==> config.mk <==
export PLATFORM = sky130hd
export DESIGN_NAME = serial_add
export DESIGN_NICKNAME = d
export VERILOG_FILES = /design/src/rtl/serial_add_pkg.sv /design/src/rtl/full_add_bit.sv /design/src/rtl/serial_add.sv
export SDC_FILE = /design/constraint.sdc
export NUM_CORES = 1
export LEC_CHECK = 0
export ABC_AREA = 1
export CAP_MARGIN = 40
export CORE_MARGIN = 2
export CORE_UTILIZATION = 52
export CTS_CLUSTER_DIAMETER = 150
export DETAILED_ROUTE_END_ITERATION = 6
export PLACE_DENSITY = 0.81
export SLEW_MARGIN = 20
export SYNTH_ARGS = -nofsm -noshare
export SYNTH_HDL_FRONTEND = slang
export SYNTH_HIERARCHICAL = 1
export SYNTH_SLANG_ARGS = --single-unit
==> constraint.sdc <==
create_clock -name clk -period 1.54 [get_ports clk]
set_input_delay 0.308 -clock clk [delete_from_list [all_inputs] [get_ports clk]]
set_output_delay 0.308 -clock clk [all_outputs]
set_load 0.005 [all_outputs]
==> src/rtl/serial_add_pkg.sv <==
// Shared types and constants for the bit-serial adder.
// Holds the FSM state encoding and the default operand width.
package serial_add_pkg;

    localparam int DEFAULT_WIDTH = 8;

    typedef enum logic [1:0] {
        IDLE = 2'd0,
        RUN  = 2'd1,
        DONE = 2'd2
    } state_t;

endpackage

==> src/rtl/full_add_bit.sv <==
// One-bit combinational full adder used as the serial adder's datapath slice.
module full_add_bit (
    input  logic x,
    input  logic y,
    input  logic ci,
    output logic s,
    output logic co
);

    assign s  = x ^ y ^ ci;
    assign co = (x & y) | (x & ci) | (y & ci);

endmodule

==> src/rtl/serial_add.sv <==
// Bit-serial adder: one bit per clock, LSB first, result latched on completion.
// Start is accepted in IDLE or DONE, ignored while RUN is in progress.
module serial_add
    import serial_add_pkg::*;
#(
    parameter int WIDTH = DEFAULT_WIDTH
) (
    input  logic             clk,
    input  logic             rst,
    input  logic             start,
    input  logic [WIDTH-1:0] a,
    input  logic [WIDTH-1:0] b,
    input  logic             cin,
    output logic             busy,
    output logic             done,
    output logic [WIDTH-1:0] sum,
    output logic             cout
);

    localparam int CW = (WIDTH > 1) ? $clog2(WIDTH) : 1;
    localparam logic [CW-1:0] CNT_LAST = CW'(WIDTH - 1);

    state_t           state_q, state_d;
    logic [WIDTH-1:0] a_sh_q, a_sh_d;
    logic [WIDTH-1:0] b_sh_q, b_sh_d;
    logic [WIDTH-1:0] acc_q, acc_d;
    logic [WIDTH-1:0] sum_q, sum_d;
    logic [CW-1:0]    cnt_q, cnt_d;
    logic             c_q, c_d;
    logic             cout_q, cout_d;

    logic             bit_s;
    logic             bit_co;
    logic [WIDTH-1:0] acc_shifted;

    full_add_bit u_full_add_bit (
        .x  (a_sh_q[0]),
        .y  (b_sh_q[0]),
        .ci (c_q),
        .s  (bit_s),
        .co (bit_co)
    );

    // New result bit enters at the MSB so the LSB-first stream lands in order.
    always_comb begin
        acc_shifted            = acc_q >> 1;
        acc_shifted[WIDTH-1]   = bit_s;
    end

    always_comb begin
        state_d = state_q;
        a_sh_d  = a_sh_q;
        b_sh_d  = b_sh_q;
        acc_d   = acc_q;
        sum_d   = sum_q;
        cnt_d   = cnt_q;
        c_d     = c_q;
        cout_d  = cout_q;

        case (state_q)
            IDLE, DONE: begin
                if (start) begin
                    state_d = RUN;
                    a_sh_d  = a;
                    b_sh_d  = b;
                    acc_d   = '0;
                    cnt_d   = '0;
                    c_d     = cin;
                end else begin
                    state_d = IDLE;
                end
            end
            RUN: begin
                a_sh_d = a_sh_q >> 1;
                b_sh_d = b_sh_q >> 1;
                acc_d  = acc_shifted;
                c_d    = bit_co;
                if (cnt_q == CNT_LAST) begin
                    state_d = DONE;
                    sum_d   = acc_shifted;
                    cout_d  = bit_co;
                end else begin
                    cnt_d = cnt_q + 1'b1;
                end
            end
            default: begin
                state_d = IDLE;
            end
        endcase
    end

    always_ff @(posedge clk or posedge rst) begin
        if (rst) begin
            state_q <= IDLE;
            a_sh_q  <= '0;
            b_sh_q  <= '0;
            acc_q   <= '0;
            sum_q   <= '0;
            cnt_q   <= '0;
            c_q     <= 1'b0;
            cout_q  <= 1'b0;
        end else begin
            state_q <= state_d;
            a_sh_q  <= a_sh_d;
            b_sh_q  <= b_sh_d;
            acc_q   <= acc_d;
            sum_q   <= sum_d;
            cnt_q   <= cnt_d;
            c_q     <= c_d;
            cout_q  <= cout_d;
        end
    end

    assign busy = (state_q == RUN);
    assign done = (state_q == DONE);
    assign sum  = sum_q;
    assign cout = cout_q;

endmodule

# Yosys cells after proc, flatten, opt, wreduce, memory -nomap -nowiden
# Index checks and enable logic that the tools add are counted.
word_totals:
  latchBits: 0
  mem_bits_ro: 0
  regBits: 39
  word_cells: 42
  mem_bits_rw: 0
  out_inout_bits: 11
  memories: 0
op_classes:
  reduce_logical: 6
  n_lt_le_gt_ge: 0
  n_bitwise: 7
  div_mod_pow: 0
  n_eq_ne: 6
  n_mux: 14
  n_mul: 0
  add_sub_neg: 1
  shift: 0
ops:
  columns: ["operator", "count"]
  rows:
  - ["8-bit case mux with 2 select lines", 3]
  - ["8-bit 2-to-1 mux", 3]
  - ["3-bit 2-to-1 mux", 2]
  - ["3-bit case mux with 2 select lines", 1]
  - ["2-bit != test (second input constant)", 2]
  - ["2-bit case mux with 2 select lines", 1]
  - ["2-bit AND reduction", 2]
  - ["3-bit by 1-bit adder with 3-bit output (second input constant)", 1]
  - ["1-bit bitwise AND", 3]
  - ["3-bit == test (second input constant)", 1]
  - ["3-bit AND reduction", 1]
  - ["2-bit by 1-bit == test with 1-bit output (second input constant)", 1]
  - ["2-bit == test (second input constant)", 1]
  - ["2-bit zero test", 1]
  - ["1-bit 2-to-1 mux", 2]
  - ["2-bit 2-to-1 mux", 1]
  - ["2-bit by 1-bit != test with 1-bit output (second input constant)", 1]
  - ["1-bit bitwise OR", 2]
  - ["1-bit case mux with 2 select lines", 1]
  - ["2-bit nonzero test", 1]
  - ["2-bit OR reduction", 1]
  - ["1-bit XOR", 2]

# Depth between registers and ports, before layout
# Gate-level depths: netlist of the first run.
logic_depth:
  word_depth: 4
  depth_mapped: 8
  depth_no_buf: 6

# Modules after synthesis
# The synthesis of the first run kept the hierarchy.
by_module_without_submodules:
  columns: ["mod", "instances", "area_per_inst_um2", "cells_each"]
  rows:
  - ["serial_add", 1, 1811.7, 222]
  - ["full_add_bit", 1, 20.0, 1]

# Worst setup path after synthesis of the first run
# OpenSTA, ideal clock, no wires.
synth_path:
  path_kind: "flip-flop to flip-flop"
  start: "register cnt_q[0]"
  end: "register cnt_q[0]"
  path_slack_ns: 0.274
  path_stages_with_launch: 7
  arrival_time_ns: 1.201
  synth_period_minus_slack_ns: 1.266
  t_required_ns: 1.475
  cell_sequence: "dfrtp_1 -> ha_1 -> ha_1 -> nand3b_1 -> inv_1 -> nand2_1 -> nand2_1"
synth_via:
  elab_chain_cells: 3
  word_cells_on_any_way: 6
synth_lines:
  columns: ["item", "line_no", "rtl"]
  rows:
  - ["from (decl)", "serial_add.sv:28", "logic [CW-1:0] cnt_q, cnt_d;"]
  - ["from (signal assigned)", "serial_add.sv:108", "cnt_q <= cnt_d;"]
  - ["3-bit by 1-bit adder with 3-bit output or 3-bit == test (tied branches)", "serial_add.sv:83, serial_add.sv:78", null]
  - ["3-bit 2-to-1 mux or 2-bit != test (tied branches)", null, null]
  - ["3-bit case mux with 2 select lines or 3-bit AND reduction (tied branches)", null, null]
# Several ways; a longest one is shown, not always the timed one. The select of a mux whose other input is x is not followed.
# A chain may end at the register's enable or synchronous reset.

# Worst setup path after layout of the first run
layout_path:
  start: "register sum_q[0], in the netlist sum[0]"
  end: "output port sum[0]"
layout_rtl:
  columns: ["item", "line_no", "rtl"]
  rows:
  - ["from (decl)", "serial_add.sv:27", "logic [WIDTH-1:0] sum_q, sum_d;"]
  - ["from (signal assigned)", "serial_add.sv:107", "sum_q <= sum_d;"]
  - ["to (decl)", "serial_add.sv:16", "output logic [WIDTH-1:0] sum,"]
# No word-level cell between the ends.

==> metrics.csv, run 1 <==
metric;value;unit
status;completed;
synth-seq-cells;38;
antenna_found_initial;0;
skew;6.17;ps
diodes;0;
stdcell_area;2370;um^2
drtIter0Drc;104;
power.leakage;1.38;nW
fin_crit_sh;97.2;%
cp_top_family;buffers and inverters;
die_w;63.4;um
numPortBuffers;30;
worstSetupStartpointType;flip-flop;
cts_sinks;38;
max_cap_viol_count;0;
slew_viol_final;0;
drive_above_1_share;15.6;%
layout.nets;291;
worstPathRequired;1230;ps
finalHoldViolations;0;
avgSynthCellArea;8.21;um^2
io_pins;31;
ctsHoldBuffers;0;
cts_tree;done;
core_area;3360;um^2
grt_overflow;0;
clockRootBuffer;clkbuf_4;
power;0.00455;W
power_density;1920;nW/um^2
grt_start_max_net_pins;39;
synthesis.area;1830;um^2
hp-class;in -> async;
cts_buffers;5;
dp_hpwl;2600;um
row_count;21;
final_cells;315;
worstMarginPinSlew;224;ps
slew_headroom;85.0;%
critPathMaxFanout;2;
ant_nets;0;
setup_viol;0;
cts_htree_levels;2;
wl_per_cell;12.0;um
max_stage_delay;500;ps
worst_skew_pair.late_latency;340;ps
dieArea;4010;um^2
gp_congestion;0.744;
wl;3770;um
clockBufferDepth;2;
ys_types;19;
yosysWarnings;6;
grt_pass1_vias;1475;
fin_crit;1500;ps
cp_slowest_cell;clkdlybuf4s50_1;
route.detailed.drc;0;
die_h;63.4;um
grt_pass1_wl;6460;um
holdWs;302;ps
syn_to_final_growth;29.3;%
max_freq;668;MHz
num_vias;1505;
tns;0;ps
initial_core_util;54.5;%
dpl.cell_count;300;
placedInstanceArea;2230;um^2
drt_pass1_iterations;4;
path_clk_slew;100;ps
ir_drop;1050;uV
vias_per_cell;4.78;
syn_nets;246;
ys_seq_area_share;51.9;%
grtUsageTotal;20.7;%
arrival;1190;ps
synth_cells;223;
crit_type;reg -> out;
crit_chain;clkdlybuf4s50_1;
cp_num_buf_inv;1;
cp-end-kind;output port;
## metal layers
layer | share of wire, % | GRT usage [%]
met5 | 0 | 0
met4 | 1.4 | 6.79
met3 | 5.2 | 6.43
met2 | 49 | 34.3
met1 | 44 | 25.6
## cells in the final DEF (no fill, tap or decap), types with 3 or more instances in the layout
cell | netlist | final
o21ai_1 | 0 | 3
dfrtp_1 | 38 | 38
buf_4 | 0 | 12
nand3_1 | 33 | 33
o21ai_2 | 8 | 8
nand2_1 | 72 | 72
clkdlybuf4s50_1 | 0 | 20
clkbuf_4 | 0 | 5
o21ai_0 | 9 | 6
dlymetal6s2s_1 | 0 | 8
inv_1 | 42 | 41
## final timing paths
check                            from        end  slack (ps)  depth (start not counted)
max reg2reg                state_q[0]   acc_q[5]          90                          6
max in group asynchronous         rst   acc_q[6]        1050                          3
min reg2reg                 b_sh_q[4]  b_sh_q[4]         490                          2
min                               rst        c_q         300                          3
min in group clk            b_sh_q[4]  b_sh_q[4]         490                          2
max                            sum[0]     sum[0]          40                          1
## timing repair
| item | in CTS | in global routing |
|---|---|---|
| setup endpoints to repair | 2 | 28 |
| resized for setup | 6 | 17 |
| buffers inserted | 2 | 5 |
## layout make-up
cell class | count | area (um^2)
tap | 46 | 57.6
timing repair buffer | 46 | 470
multi-input combinational | 132 | 656
sequential | 38 | 951
clock buffer | 7 | 55.1
inverter | 45 | 174
fill | 282 | 995
clock inverter | 1 | 5.00
## state kept, by name (all words and copies together), names as in the netlist
name / cells
a_sh_q: 8
acc_q: 7
b_sh_q: 8
c_q: 1
cnt_q: 3
cout: 1
state_q: 2
sum: 8
## through the flow
step	setup slack, ps	utilization (%)
3_3_place_gp	134	66.2
3_5_place_dp	92.0	66.2
4_1_cts	2.15	68.3
5_1_grt	-4.13	70.4
2_1_floorplan	274	-
6_report	43.7	70.4
## cells by family (layout without fill, tap and decap cells)
group | count (synthesis) | after routing | share of synthesized area, %
AOI/OAI and AO/OA | 17 | 17 | 6.28
buffers and inverters | 53 | 99 | 12.4
and+or+nand+nor | 112 | 112 | 26.9
DFF | 38 | 38 | 51.9
adders and majority gates | 3 | 3 | 2.46
## Yosys cell counts
cell type,number,area share (%)
inv_2,2,0.41
fa_1,1,1.1
nor2_4,1,0.61
o21ai_0,9,2.5
nand3b_1,1,0.41
ha_1,2,1.4
nand2_2,2,0.68
buf_1,1,0.20
inv_4,1,0.34
nand3_1,33,9.0
buf_2,3,0.82
clkbuf_1,1,0.20
nand2_1,72,15
nand2_4,2,1.2
o21ai_2,8,3.8
inv_1,42,8.6
buf_6,3,1.8
nor2_1,1,0.20
dfrtp_1,38,52
## power breakdown
group / switching [W] / total (W) / internal (W)
clock network: 0.000321 / 0.000542 / 0.000221
registers: 0.000254 / 0.00173 / 0.00147
logic: 0.00126 / 0.00228 / 0.00102
total: 0.00184 / 0.00455 / 0.00272
(Power assumes the default switching activity.)
==> run 2: changes to the inputs <==
- CTS_BUF_LIST: default -> sky130_fd_sc_hd__clkbuf_4 sky130_fd_sc_hd__clkbuf_8 sky130_fd_sc_hd__clkbuf_16
- SLEW_MARGIN: 20 -> 10
==> run 2 against run 1 <==
Effect of this change: register-to-register slack about the same; clock-buffer cell count unchanged; first-iteration DRC count fell by 4.8%; sequential share of layout area fell by 0.064 points; critical path type unchanged.
==> metrics.csv, run 2 (same netlist as run 1, synthesis figures left out) <==
metric;value;unit;change
grt_pass1_wl;6420;um;-0.54%
finalHoldViolations;0;;unchanged
max_cap_viol_count;0;;unchanged
crit_chain;clkdlybuf4s50_1;;
worstPathRequired;1230;ps;about the same
worstMarginPinSlew;224;ps;-0.495 ps
cts_buffers;5;;unchanged
clockBufferDepth;2;;unchanged
register_area;951;um^2;unchanged
cp_top_family;buffers and inverters;;
diodes;0;;unchanged
numPortBuffers;30;;unchanged
r2r_start;state_q[0];;
r2r-end;acc_q[5];;
wl;3760;um;-0.29%
grt_overflow;0;;unchanged
power;0.00457;W;+0.31%
final_cells;315;;unchanged
slew_viol_final;0;;unchanged
layout.nets;291;;unchanged
cp_slowest_cell;clkdlybuf4s50_1;;
status;completed;;
multi_input_area;656;um^2;unchanged
hp-class;in -> async;;
row_count;21;;unchanged
initial_core_util;54.5;%;unchanged
die_h;63.4;um;unchanged
rrSetupSlack;90;ps;about the same
cp_num_buf_inv;1;;unchanged
ant_nets;0;;unchanged
grt_start_max_net_pins;39;;unchanged
fin_crit_sh;97.4;%;+0.28 points
antenna_found_initial;0;;unchanged
vias_per_cell;4.80;;+0.40%
arrival;1190;ps;about the same
wl_per_cell;11.9;um;-0.29%
grt_pass1_vias;1478;;+0.20%
cts_sinks;38;;unchanged
io_pins;31;;unchanged
cts_htree_levels;2;;unchanged
cp-end-kind;output port;;
core_area;3360;um^2;unchanged
syn_to_final_growth;29.5;%;
r2r.worst_path.cells;6;;unchanged
drtIter0Drc;99;;-4.8%
num_vias;1511;;+0.40%
crit_type;reg -> out;;
max_stage_delay;500;ps;about the same
dp_hpwl;2600;um;unchanged
worst_skew_pair.late_latency;350;ps;about the same
skew;6.40;ps;+0.227 ps
ctsHoldBuffers;0;;unchanged
fin_crit;1500;ps;+4.38 ps
power.leakage;1.38;nW;+0.25%
cp.depth;1;;unchanged
cts_tree;done;;
drt_pass1_iterations;4;;unchanged
max_freq;666;MHz;-0.29%
dpl.cell_count;300;;unchanged
power_density;1920;nW/um^2;+0.15%
dieArea;4010;um^2;unchanged
die_w;63.4;um;unchanged
clockRootBuffer;clkbuf_4;;
final_common_cell;nand2_1;;
path_clk_slew;100;ps;about the same
tns;0;ps;unchanged
route.detailed.drc;0;;unchanged
setup_viol;0;;unchanged
fill_cells;282;;unchanged
worstSetupStartpointType;flip-flop;;
critPathMaxFanout;2;;unchanged
utilization;70.5;%;+0.11 points
layout_common_cells;nand2_1, inv_1, dfrtp_1;;
grtUsageTotal;20.6;%;-0.077 points
ir_drop;1040;uV;-0.63%
gp_congestion;0.744;;unchanged
endpoint;sum[0];;
critPathLaunch;sum[0];;
drive_above_1_share;16.0;%;+0.37 points
slew_headroom;85.0;%;about the same
## run 2: cell counts in the layout (fill, tap and decap cells not counted)
Identical to the previous run, type by type.
## run 2: metrics by stage
stage / area [um^2] / worst slack (ps) / hold WS [ps]
after floorplan: 1830 / 274 / 429
after global placement: 2230 / 134 / 460
after detailed placement: 2230 / 92.0 / 465
after CTS: 2300 / 2.15 / 307
after global routing: 2370 / -4.13 / 333
final: 2370 / 39.3 / 296
## run 2: how the worst min path moves through the flow
stage	startpoint	endpoint	slack (ps)	cells after the start
finish	rst	c_q	300	3
global route	rst	sum[7]	330	3
CTS	rst	acc_q[5]	310	3
detailed placement	b_sh_q[4]	b_sh_q[4]	470	2
global placement	acc_q[5]	acc_q[4]	460	2
floorplan	a[7]	a_sh_q[7]	430	2
## run 2: what timing repair did
item                                    4_1_cts  5_1_grt
buffers inserted                              2        5
endpoints found under the setup margin        2       27
gates resized for setup                       6       17
## run 2: routing by layer
metal  global-route usage, %  vias up  wire, um
met3                    6.43        6       182
met4                    6.79        0        53
met5                       0        -         0
met2                    34.2       35      1890
met1                    25.4      707      1630
li1                        -      763         -
## run 2: layout make-up
class                           instances  area share (%)
Sequential cell                        38            40.1
Multi-Input combinational cell        132            27.6
Timing Repair Buffer                   46            19.8
Inverter                               45            7.33
Clock buffer                            7            2.48
Tap cell                               46            2.43
Clock inverter                          1           0.211
## run 2: where the power goes
part           total (W)  internal, W  switching, W  leakage [nW]
Clock           0.000557     0.000239      0.000318        0.0387
Sequential       0.00172      0.00147      0.000252         0.471
Combinational    0.00228      0.00102       0.00126         0.869
Total            0.00457      0.00273       0.00183          1.38
==> run 3: changes to the inputs <==
- PLACE_DENSITY: 0.81 -> default
- PLACE_DENSITY_LB_ADDON: default -> 0.25
- SKIP_LAST_GASP: default -> 1
==> run 3 against run 2 <==
Effect of this change: die area is the same; critical path depth grew 2; sequential cell count is the same; critical endpoint is now done; largest power group unchanged; global-route usage shrank 0.98 points; sequential power is essentially flat.
==> metrics.csv, run 3 (same netlist as run 1, synthesis figures left out) <==
metric;value;unit;change
max_cap_viol_count;0;;unchanged
setup_viol;0;;unchanged
syn_to_final_growth;31.7;%;
die_h;63.4;um;unchanged
io_pins;31;;unchanged
final_common_cell;nand2_1;;
diodes;0;;unchanged
numPortBuffers;30;;unchanged
core_area;3360;um^2;unchanged
max_stage_delay;400;ps;-100 ps
die_w;63.4;um;unchanged
tns;0;ps;unchanged
wl_per_cell;11.0;um;-8.2%
r2r_start;cnt_q[0];;
place_ws;89.8;ps;-2.19 ps
skew;8.50;ps;+2.10 ps
grt_pass1_vias;1451;;-1.8%
clockRootBuffer;clkbuf_4;;
cts_buffers;5;;unchanged
grt_overflow;0;;unchanged
arrival;1210;ps;+20 ps
stdcell_area;2410;um^2;+1.7%
slew_headroom;82.5;%;-2.5 points
grt_start_max_net_pins;39;;unchanged
initial_core_util;54.5;%;unchanged
fin_crit_sh;98.7;%;+1.2 points
fill_cells;273;;-3.2%
num_vias;1487;;-1.6%
dp_hpwl;2440;um;-6.2%
path_clk_slew;110;ps;about the same
ir_drop;1240;uV;+19%
critPathMaxFanout;3;;+1
worstMarginPinSlew;262;ps;+38.2 ps
dieArea;4010;um^2;unchanged
power.leakage;1.42;nW;+2.7%
layout_common_cells;nand2_1, inv_1, dfrtp_1;;
cp_num_buf_inv;2;;+1
crit_chain;buf_4 -> nor2_1 -> clkdlybuf4s15_1;;
crit_type;reg -> out;;
worst_skew_pair.late_latency;330;ps;-20 ps
utilization;71.7;%;+1.2 points
slew_viol_final;0;;unchanged
status;completed;;
grtUsageTotal;19.6;%;-0.98 points
row_count;21;;unchanged
worstPathRequired;1230;ps;about the same
ant_nets;0;;unchanged
rsz0062_at_grt;yes;;
drtIter0Drc;88;;-11%
fin_crit;1520;ps;+19.0 ps
clockBufferDepth;2;;unchanged
r2r.worst_path.cells;6;;unchanged
wl;3500;um;-7.0%
finalHoldViolations;0;;unchanged
drt_pass1_iterations;4;;unchanged
r2r-end;cnt_q[2];;
route.detailed.drc;0;;unchanged
cts_htree_levels;2;;unchanged
placedInstanceArea;2230;um^2;+0.34%
cp-end-kind;output port;;
power;0.00463;W;+1.4%
antenna_found_initial;0;;unchanged
rrSetupSlack;100;ps;about the same
max_freq;658;MHz;-1.3%
vias_per_cell;4.66;;-2.8%
grt_pass1_wl;6180;um;-3.9%
power_density;1920;nW/um^2;-0.29%
fin_ws;20.3;ps;-19.0 ps
cts_sinks;38;;unchanged
gp_congestion;0.827;;+11%
cp_slowest_cell;dfrtp_1;;
drive_above_1_share;16.1;%;+0.13 points
cp_top_family;flip-flops;;
layout.nets;295;;+1.4%
hp-class;in -> async;;
cts_tree;done;;
worstSetupStartpointType;flip-flop;;
-- run 3: through the flow --
stage | std cells | hold slack, ps
after floorplan | 223 | 429
after detailed placement | 301 | 467
after global routing | 319 | 272
final | 319 | 313
after CTS | 311 | 301
after global placement | 301 | 461
-- run 3: repair_timing --
| item | in CTS | in global routing |
|---|---|---|
| endpoints found under the setup margin | 2 | 29 |
| endpoints found under the hold margin | 0 | 0 |
| setup buffers | 2 | 8 |
| pin swaps | 0 | 0 |
| hold buffers | 0 | 0 |
| resized for setup | 2 | 12 |
-- run 3: layout make-up --
class / instances / area (um^2) / share of cell area [%]
multi-input combinational: 132 / 653 / 27.1
tap: 46 / 57.6 / 2.39
inverter: 45 / 171 / 7.11
clock buffer: 5 / 37.5 / 1.56
clock inverter: 3 / 40.0 / 1.66
sequential: 38 / 951 / 39.4
timing repair buffer: 50 / 502 / 20.8
-- run 3: how the worst max path moves through the flow --
stage          slack (ps)  startpoint  cells past startpoint        end
2_1_floorplan         270    cnt_q[0]                      6   cnt_q[0]
3_3_place_gp          120       start                      6  b_sh_q[1]
3_5_place_dp           90       start                      6  b_sh_q[1]
4_1_cts               -60  state_q[0]                      3       done
5_1_grt               -60  state_q[1]                      3       busy
6_report               20  state_q[0]                      3       done
-- run 3: tightest hold or removal path, cell delays in order --
cell and delay [ps]:
clkdlybuf4s50_1 390, inv_1 90, buf_12 220
-- run 3: power breakdown --
group,internal (W),switching [W]
logic,0.00105,0.00122
registers,0.00147,0.000240
clock network,0.000336,0.000314
total,0.00286,0.00177
-- run 3: metal layers --
metal	part of all wire (%)	vias to the layer above	global-route usage (%)
li1	-	773	-
met4	0.69	0	6.25
met2	51	33	33.6
met1	44	679	23.5
met5	0	-	0
met3	4.0	2	6.07
==> patch, RTL diff (settings of run 3) <==
`DEFAULT_WIDTH`: 8 -> 32.
--- a/src/rtl/serial_add_pkg.sv
+++ b/src/rtl/serial_add_pkg.sv
@@ -3,5 +3,5 @@
 package serial_add_pkg;
 
-    localparam int DEFAULT_WIDTH = 8;
+    localparam int DEFAULT_WIDTH = 32;
 
     typedef enum logic [1:0] {
Interface: changed (resized a, b and sum); port bits go from 31 to 103. No check against the original RTL was run, so the function may have changed too.
==> patch against run 3 <==
- cell area rose to 3.4 times the old value
- worst setup slack got worse by 0.0012 ns
- sequential power grew to 3.6 times the old value
- routed wire length rose to 4.2 times the old value
- synthesized area rose to 3.2 times the old value
- sequential cell count up 98
- clock skew is 0.0077 ns higher
- sequential share of layout area up 2.2 points
- hold slack lost 0.093 ns
- power rose to 3.9 times the old value
- utilization increased by 3.1 points
==> patch: results (changes against run 3) <==
Outcome
  – Outcome: finished, final reports clean (unchanged)

Timing
  – Clock skew: 0.0162 ns (was 0.00850 ns)
  – Max-slew headroom: 69.0% (was 82.5%)

Synth
  – Syn. warnings: 6 (unchanged)
  – Post-synthesis compound-gate area fraction: 18.6% (was 6.28%)
  – Async SR Flop Fraction: 100% (unchanged)
  – Synth Flop Type: dfrtp_1 (unchanged)
  – Largest cells by area after synthesis: dfrtp_1 (58%), o21ai_1 (6.4%), nand3_1 (5.8%) (was dfrtp_1 (52%), nand2_1 (15%), nand3_1 (9.0%))
  – Post-Synth XOR/XNOR Area: 0% (unchanged)
  – Synth cell types: 22 (was 19)
  – Syn_nets: 684 (was 246)
  – EDFF count, synth: 0 (unchanged)
  – Register area share after synthesis: 57.7% (was 51.9%)
  – Adder-Cell Fraction of Synth Area: 0.764% (was 2.46%)
  – Post-synthesis mux area share: 0% (unchanged)
  – Top post-synthesis cells by count: dfrtp_1 (136), o21ai_1 (75), nand3_1 (68), nor2_1 (67), o21ai_0 (63) (was nand2_1 (72), inv_1 (42), dfrtp_1 (38), nand3_1 (33), o21ai_0 (9))

CTS
  – CTS root buffer: clkbuf_16 (was clkbuf_4)
  – Worst skew pair latency: 0.41 ns (was 0.33 ns)
  – H-tree lvl count: 4 (was 2)
  – Clk slew on worst S/H paths: 0.07 ns (was 0.11 ns)
  – TritonCTS buffer count: 17 (was 5)
  – CTS Buffer Depth: 2 (unchanged)

Final layout
  – Nets: 805 (was 295)
  – Fraction of layout cells with a size suffix above 1: 19.6% (was 16.1%)
  – N_diodes: 0 (unchanged)

Global routing
  – Largest net degree at the start of global routing: 73 (was 39)
  – Antenna violations before repair: 0 (unchanged)
  – First-pass GRT wire length: 22400 um (was 6180 um)
  – GRT Total Usage: 22.2% (was 19.6%)
  – Vias in the first global route: 4728 (was 1451)

Min path
  – Worst Hold Class: in -> async (unchanged)

Critical path
  – Slowest cell on crit path: dfrtp_1 (unchanged)
  – Crit start category: flop (unchanged)
  – Reg2reg start: cnt_q[1] (was cnt_q[0])
  – R2R cell count: 8 (was 6)
  – Crit path max fanout: 8 (was 3)
  – Critical Path Max Stage Delay: 0.38 ns (was 0.40 ns)
  – CP arrival: 1.80 ns (was 1.21 ns)

Route
  – First drt pass iteration count: 5 (was 4)
  – DR iter-0 viols: 343 (was 88)
  – WL final: 14900 um (was 3500 um)
  – Via count: 4982 (was 1487)

Place
  – Final GP Congestion: 0.782 (was 0.827)
  – HPWL Detailed: 8410 um (was 2440 um)
  – Port Buffer Count: 102 (was 30)

Power
  – Leakage power: 3.62 nW (was 1.42 nW)
  – Maximum vdd drop: 1.11 mV (was 1.24 mV)
==> patch: worst max-delay path: cells and delay by family (launching register included) <==
family                   cells  cell delay [ns]
AND/OR/NAND/NOR              4             0.39
flip-flops                   1             0.38
adder cells (fa/ha/maj)      2             0.39
AO/OA/AOI/OAI                1             0.09
buffers and inverters        1             0.16
==> patch: what timing repair did <==
item                                    4_1_cts  5_1_grt
gates resized for setup                      40       53
setup buffers                                12        0
hold buffers                                  0        0
gates cloned                                  0        9
pin swaps                                     3        6
endpoints found under the setup margin       68       97
==> patch: per-layer routing <==
layer  share of wire, %  global-route usage, %  vias to the layer above
li1                   -                      -                     2318
met1                 40                   28.8                     2444
met2                 52                   37.2                      193
met3                5.0                   5.05                       27
met4                2.3                   7.33                        0
met5                  0                      0                        -
==> patch: worst paths after layout <==
check | endpoint | slack (ns)
worst max-delay path | sum[19] | 0.02
worst min-delay path | sum[3] | 0.22
worst max register to register | sum[19] | 0.02
worst min register to register | sum[20] | 0.48
max in group asynchronous | state_q[0] | 0.81
min in group clk | sum[20] | 0.48
==> patch: layout make-up <==
class	count	area (um^2)
timing repair buffer	150	1680
inverter	44	169
clock buffer	17	425
multi-input combinational	385	2130
sequential	136	3400
fill	729	2760
tap	140	175
clock inverter	14	198
==> patch: stage by stage <==
step	area, um^2	setup slack [ns]	util, %	cells	total power (W)
2_1_floorplan	5900	-0.461	-	613	0.0107
3_3_place_gp	7110	-0.0568	65.0	834	0.0123
3_5_place_dp	7110	-0.0697	65.0	834	0.0127
4_1_cts	7790	-0.0363	71.2	877	0.0170
5_1_grt	8180	-0.0530	74.8	886	0.0191
6_report	8180	0.0191	74.8	886	0.0179
==> patch: power by group <==
part	internal, W	switching [W]
clock	0.00272	0.00157
sequential	0.00527	0.000876
combinational	0.00333	0.00413
total	0.0113	0.00658
